===== src/rtl/mmu_xlate.sv =====
// mmu_xlate: single-request translation core for the soft 68k MMU.
// A fully-associative TLB is searched first. On a miss, one single-level
// page descriptor is fetched over the walk port and cached round-robin.
module mmu_xlate #(
  parameter int VA_WIDTH    = 32,
  parameter int PA_WIDTH    = 32,
  parameter int PAGE_BITS   = 12,
  parameter int TLB_ENTRIES = 8
) (
  input  logic                clk,
  input  logic                rst_n,
  input  logic                req_valid,
  output logic                req_ready,
  input  logic [VA_WIDTH-1:0] req_va,
  input  logic [2:0]          req_fc,
  input  logic                req_rw_n,
  output logic                rsp_valid,
  output logic [PA_WIDTH-1:0] rsp_pa,
  output logic                rsp_hit,
  output logic                rsp_fault,
  output logic                walk_req,
  output logic [PA_WIDTH-1:0] walk_addr,
  input  logic                walk_ack,
  input  logic [31:0]         walk_data,
  input  logic                enable,
  input  logic [PA_WIDTH-1:0] root_ptr,
  input  logic                flush
);

  localparam int VPN_W = VA_WIDTH - PAGE_BITS;
  localparam int PFN_W = PA_WIDTH - PAGE_BITS;
  localparam int IDX_W = $clog2(TLB_ENTRIES);

  localparam logic [1:0] ST_IDLE   = 2'd0;
  localparam logic [1:0] ST_LOOKUP = 2'd1;
  localparam logic [1:0] ST_WALK   = 2'd2;
  localparam logic [1:0] ST_RESP   = 2'd3;

  logic [1:0]           state;
  logic [VA_WIDTH-1:0]  va_q;
  logic [2:0]           fc_q;
  logic                 rw_n_q;
  logic                 flush_seen;

  logic [TLB_ENTRIES-1:0] tlb_valid;
  logic [VPN_W-1:0]       tlb_vpn [TLB_ENTRIES];
  logic [PFN_W-1:0]       tlb_pfn [TLB_ENTRIES];
  logic [TLB_ENTRIES-1:0] tlb_wp;
  logic [TLB_ENTRIES-1:0] tlb_s;
  logic [IDX_W-1:0]       rr_ptr;

  logic [VPN_W-1:0]     vpn;
  logic [PAGE_BITS-1:0] offset;
  logic                 bypass;
  logic [PA_WIDTH-1:0]  bypass_pa;
  logic                 hit;
  logic [PFN_W-1:0]     hit_pfn;
  logic                 hit_wp;
  logic                 hit_s;
  logic                 desc_page;
  logic                 desc_wp;
  logic                 desc_s;
  logic [PFN_W-1:0]     desc_pfn;
  logic                 fill_en;
  logic                 unused_desc;

  // Supervisor-only pages fault for user function codes; write-protected
  // pages fault for writes.
  function automatic logic perm_fault(input logic wp, input logic s,
                                      input logic [2:0] fc, input logic rw_n);
    return (s && !fc[2]) || (wp && !rw_n);
  endfunction

  assign req_ready = (state == ST_IDLE);
  assign rsp_valid = (state == ST_RESP);
  assign walk_req  = (state == ST_WALK);

  assign vpn       = va_q[VA_WIDTH-1:PAGE_BITS];
  assign offset    = va_q[PAGE_BITS-1:0];
  assign bypass    = !enable || (fc_q == 3'd7);
  assign bypass_pa = PA_WIDTH'(va_q);

  assign desc_page   = (walk_data[1:0] == 2'b01);
  assign desc_wp     = walk_data[2];
  assign desc_s      = walk_data[3];
  assign desc_pfn    = walk_data[PA_WIDTH-1:PAGE_BITS];
  assign unused_desc = ^walk_data;

  // A flush on the ack edge, or one seen earlier in this walk, drops the fill.
  assign fill_en = (state == ST_WALK) && walk_ack && desc_page && !flush && !flush_seen;

  // Associative search; fills only follow misses, so at most one entry matches.
  always_comb begin
    hit     = 1'b0;
    hit_pfn = '0;
    hit_wp  = 1'b0;
    hit_s   = 1'b0;
    for (int i = 0; i < TLB_ENTRIES; i++) begin
      if (tlb_valid[i] && (tlb_vpn[i] == vpn)) begin
        hit     = 1'b1;
        hit_pfn = tlb_pfn[i];
        hit_wp  = tlb_wp[i];
        hit_s   = tlb_s[i];
      end
    end
  end

  // Request sequencing and the registered response/walk address.
  always_ff @(posedge clk or negedge rst_n) begin
    if (!rst_n) begin
      state      <= ST_IDLE;
      va_q       <= '0;
      fc_q       <= '0;
      rw_n_q     <= 1'b0;
      flush_seen <= 1'b0;
      rsp_pa     <= '0;
      rsp_hit    <= 1'b0;
      rsp_fault  <= 1'b0;
      walk_addr  <= '0;
    end else begin
      case (state)
        ST_IDLE: begin
          if (req_valid) begin
            va_q   <= req_va;
            fc_q   <= req_fc;
            rw_n_q <= req_rw_n;
            state  <= ST_LOOKUP;
          end
        end
        ST_LOOKUP: begin
          flush_seen <= 1'b0;
          if (bypass) begin
            rsp_pa    <= bypass_pa;
            rsp_hit   <= 1'b0;
            rsp_fault <= 1'b0;
            state     <= ST_RESP;
          end else if (hit) begin
            rsp_hit <= 1'b1;
            if (perm_fault(hit_wp, hit_s, fc_q, rw_n_q)) begin
              rsp_fault <= 1'b1;
              rsp_pa    <= '0;
            end else begin
              rsp_fault <= 1'b0;
              rsp_pa    <= {hit_pfn, offset};
            end
            state <= ST_RESP;
          end else begin
            walk_addr <= root_ptr + PA_WIDTH'({vpn, 2'b00});
            state     <= ST_WALK;
          end
        end
        ST_WALK: begin
          if (flush) begin
            flush_seen <= 1'b1;
          end
          if (walk_ack) begin
            rsp_hit <= 1'b0;
            if (!desc_page || perm_fault(desc_wp, desc_s, fc_q, rw_n_q)) begin
              rsp_fault <= 1'b1;
              rsp_pa    <= '0;
            end else begin
              rsp_fault <= 1'b0;
              rsp_pa    <= {desc_pfn, offset};
            end
            state <= ST_RESP;
          end
        end
        default: begin
          state <= ST_IDLE;
        end
      endcase
    end
  end

  // TLB storage: flush clears all valid bits, fills go to the round-robin slot.
  always_ff @(posedge clk or negedge rst_n) begin
    if (!rst_n) begin
      tlb_valid <= '0;
      tlb_wp    <= '0;
      tlb_s     <= '0;
      rr_ptr    <= '0;
      for (int i = 0; i < TLB_ENTRIES; i++) begin
        tlb_vpn[i] <= '0;
        tlb_pfn[i] <= '0;
      end
    end else if (flush) begin
      tlb_valid <= '0;
    end else if (fill_en) begin
      tlb_valid[rr_ptr] <= 1'b1;
      tlb_vpn[rr_ptr]   <= vpn;
      tlb_pfn[rr_ptr]   <= desc_pfn;
      tlb_wp[rr_ptr]    <= desc_wp;
      tlb_s[rr_ptr]     <= desc_s;
      rr_ptr            <= rr_ptr + IDX_W'(1);
    end
  end

endmodule


===== config.mk =====
export PLATFORM = sky130hd
export DESIGN_NAME = mmu_xlate
export DESIGN_NICKNAME = d
export VERILOG_FILES = /design/src/rtl/mmu_xlate.sv
export SDC_FILE = /design/constraint.sdc
export NUM_CORES = 1
export LEC_CHECK = 0
export CORE_AREA = 2 2 228 230
export CTS_BUF_LIST = sky130_fd_sc_hd__clkbuf_2 sky130_fd_sc_hd__clkbuf_4 sky130_fd_sc_hd__clkbuf_8
export DETAILED_ROUTE_END_ITERATION = 12
export DIE_AREA = 0 0 230 232
export HOLD_SLACK_MARGIN = 0.15
export MAX_ROUTING_LAYER = met4
export PLACE_DENSITY = 0.7
export REMOVE_ABC_BUFFERS = 1
export SYNTH_ARGS = -nofsm -noshare
export SYNTH_HDL_FRONTEND = slang
export SYNTH_SLANG_ARGS = --single-unit

===== constraint.sdc =====
create_clock -name clk -period 9.35 [get_ports clk]
set_input_delay 1.87 -clock clk [delete_from_list [all_inputs] [get_ports clk]]
set_output_delay 1.87 -clock clk [all_outputs]
set_load 0.005 [all_outputs]

==> summary.md <==
| Metric | Value |
|---|---|
| Outcome | `complete, no violations` |
| Highest metal used | `met4` |
| Via-per-instance ratio | `5.68` |
| Peak VDD IR | `0.000145 V` |
| Total CTS buffers | `80` |
| CP required | `9910 ps` |
| CTS clock-pin slew for the worst setup and hold paths | `60 ps` |
| Standard-cell rows | `83` |
| Clk pwr share | `25.4%` |
| Die Span X | `230 µm` |
| Postcts setup bufs | `0` |
| Worst Path Buf+Inv | `2` |
| CTS max path bufs | `3` |
| Remaining Overflow, GRT | `0` |
| Number of flops mapped to enable cells by yosys | `0` |
| Crit path largest cell delay | `710 ps` |
| Unrepaired setup endpoints after global routing | `no` |
| Yosys Warn Count | `0` |
| CP Max Fanout | `27` |
| Critical path startpoint category | `primary input` |
| Layout area overhead | `17.4%` |
| Critical path depth | `9` |
| Seq pwr share | `36.3%` |
| CTS tree | `yes` |
| Clock latency on the worst-skew pair | `680 ps` |
| Die Footprint | `53,400 µm²` |
| Metal2 WL | `29,900 µm` |
| Routed len/inst | `21.4 µm` |
| Slowest-stage cell, CP | `a2111oi_2` |
| Tmin final | `5150 ps` |
| Post_cts resized | `0` |
| Total Wirelength | `62,400 µm` |
| Tot GR Track Use | `24.4%` |
| Max cap viols | `0` |
| Final Skew | `36.7 ps` |
| Final worst setup slack | `4200 ps` |
| Cell-internal power | `4.67 mW` |
| Fraction of layout cells with a size suffix above 1 | `25.3%` |
| PwrDens | `276 nW/µm²` |
| First DRT Iteration DRCs | `1,218` |
| Critical path cell sequence | `clkdlybuf4s50_1, and2_1, o21ai_1, a2111oi_2, a31o_1, buf_4, nor3_2, and2_1, a211o_1` |
| CP most frequent cell | `and2_1` |
| Largest net degree at the start of global routing | `178` |
| Maximum clock frequency | `0.194 GHz` |
| Final setup viols | `0` |
| Die height | `232 µm` |
| Dpl ws | `3520 ps` |
| CTS H-tree lvls | `3` |
| Switching share of power | `36.7%` |
| Ys async rst share | `100%` |
| Ports | `175` |
| Critical path arrival | `5710 ps` |
| Hold_buf cts | `0` |
| GPL Wtd Cong | `0.899` |
| Port Buffers | `166` |
| Netlist Area Pre-Place | `22,700 µm²` |
| Initial cell density of the core | `44.7%` |
| Sequential share of the synthesized area | `49.7%` |
| Initial antenna violation count | `2` |
| Register-to-Register Path Depth | `9` |
| Wire length on met3 | `3810 µm` |
| Logic pwr share | `38.4%` |
| DRC | `0` |
| Post-DRT Antenna Nets | `0` |
| Core footprint | `50,900 µm²` |
| NumNets Final | `2,318` |
| Final Hold Fails | `0` |
| Post-route setup TNS | `0 ps` |
| Synth Flop Type | `dfrtp_1` |
| TritonRoute pass-1 iters | `5` |
| Worst Max-Slew Pin Slew | `1270 ps` |
| Fin crit share | `55.1%` |
| Critical path's top delay family | `compound AO/OA/AOI/OAI gates` |
| Sw Pwr | `2.71 mW` |
| Syn Area/Cell | `11.2 µm²` |
| Hold path cells | `2` |
| Max-slew headroom | `15.2%` |
| Dpl hpwl | `40,200 µm` |
| Clk sinks | `452` |
| Synthesized instance count | `2,025` |
| Critical path class | `in -> reg` |
| Clock root buffer | `clkbuf_8` |
| Leakage | `12.3 nW` |
| Tightest Hold Check Type | `reg -> reg` |
| First-pass GRT wire length | `98,100 µm` |
| Crit. End Element | `flip-flop` |
| Vias in the first global route | `17.3k` |
| Count of pins over their slew limit | `0` |
| #FFs+latches synth | `452` |
| Synth cell types | `79` |
| DRT met1 WL | `26,600 µm` |
| DR vias | `16.6k` |
-- worst min-delay path: stages, from the launching register on --
cell     delay (ps)
dfrtp_1         330
nand2_1          40
o21ai_0          60
-- layer usage --
| metal | vias to the layer above | global-route usage (%) |
|---|---|---|
| met3 | 131 | 4.11 |
| met4 | 0 | 9.96 |
| met2 | 514 | 39.3 |
| met5 | - | - |
| met1 | 8385 | 30.6 |
| li1 | 7584 | - |
-- kinds of logic after synthesis --
| group | synth area share, % |
|---|---|
| AO/OA/AOI/OAI | 9.73 |
| XOR/XNOR | 7.12 |
| adder cells (fa/ha/maj) | 1.52 |
| buffers and inverters | 3.28 |
| flip-flops | 49.7 |
| multiplexers | 18.0 |
| AND/OR/NAND/NOR | 10.6 |
-- area by class of cell --
type | instances | area (µm²)
inverter | 44 | 165
tap | 680 | 851
clock buffer | 129 | 1560
antenna | 2 | 5.00
clock inverter | 9 | 68.8
timing repair buffer | 211 | 2020
fill | 4454 | 24200
sequential | 452 | 11300
multi-input combinational | 1396 | 10700
-- stage by stage --
step                hold slack [ps]  cell area, µm²  cells  util, %  total power, mW
floorplan                       441           22200   1892        -             4.35
global placement                455           25100   2783     49.3             5.45
detailed placement              465           25100   2783     49.3             5.53
CTS                             477           26700   2921     52.5             7.44
global route                    500           26700   2923     52.5             7.85
finish                          478           26700   2923     52.5             7.38
-- cell usage after synthesis (14+ instances only) --
cell type	instances	area (µm²)
buf_1	14	52.6
nor2_1	103	387
mux2i_1	25	250
o21ai_0	109	546
clkbuf_1	85	319
buf_2	24	120
dfrtp_1	452	11300
xor2_1	80	701
inv_1	44	165
a21oi_1	74	370
xnor2_1	105	920
ha_1	26	325
nand3_1	38	190
a21o_1	17	128
nand2_1	137	514
nand4_1	36	225
mux2_2	342	3850
nor4_1	29	181
nor3_1	49	245
-- cell usage in the layout (no fill, tap or decap), types with 10 or more instances in the layout --
cell type	count
a221o_1	13
or4_1	10
nand2_1	135
nand3_1	36
a31oi_1	12
o21a_1	13
dfrtp_1	452
clkbuf_8	95
nor2_1	102
a211oi_1	12
nor3_1	48
nor4_1	29
nand4_1	36
buf_4	44
a211oi_2	10
xor2_1	80
ha_1	26
and3_1	11
xnor2_1	105
mux2_2	342
a21oi_1	74
clkdlybuf4s50_1	165
mux2i_1	25
o21ai_0	109
inv_1	44
clkbuf_4	34
a21o_1	17
-- power by group through the flow --
stage,combinational (mW),sequential [mW],clock (mW)
after floorplan,1.59,2.76,0
final,2.83,2.67,1.87
after global routing,3.11,2.72,2.02
after CTS,2.84,2.68,1.92
after detailed placement,2.83,2.71,0
after global placement,2.76,2.69,0
-- flip-flops by register name, indices dropped and copies added, names as in the netlist, 2 cells and up --
| signal | cells |
|---|---|
| tlb_s | 8 |
| state | 2 |
| tlb_wp | 8 |
| walk_addr | 32 |
| rsp_pa | 32 |
| rr_ptr | 3 |
| fc_q | 3 |
| bypass_pa | 32 |
| tlb_valid | 8 |
| tlb_vpn | 160 |
| tlb_pfn | 160 |
-- worst paths after layout --
check,from,slack [ps],to
hold / removal,tlb_wp[5]$_DFFE_PN0P_,480,tlb_wp[5]$_DFFE_PN0P_
hold reg to reg,tlb_wp[5]$_DFFE_PN0P_,480,tlb_wp[5]$_DFFE_PN0P_
min in group asynchronous,rst_n,1240,rsp_pa[2]$_DFFE_PN0P_
setup reg to reg,bypass_pa[28]$_DFFE_PN0P_,4280,rsp_pa[2]$_DFFE_PN0P_
max in group asynchronous,rst_n,6570,walk_addr[26]$_DFFE_PN0P_
setup / recovery,enable,4200,rsp_fault$_DFFE_PN0P_
Power figures use the tool's default switching activity.
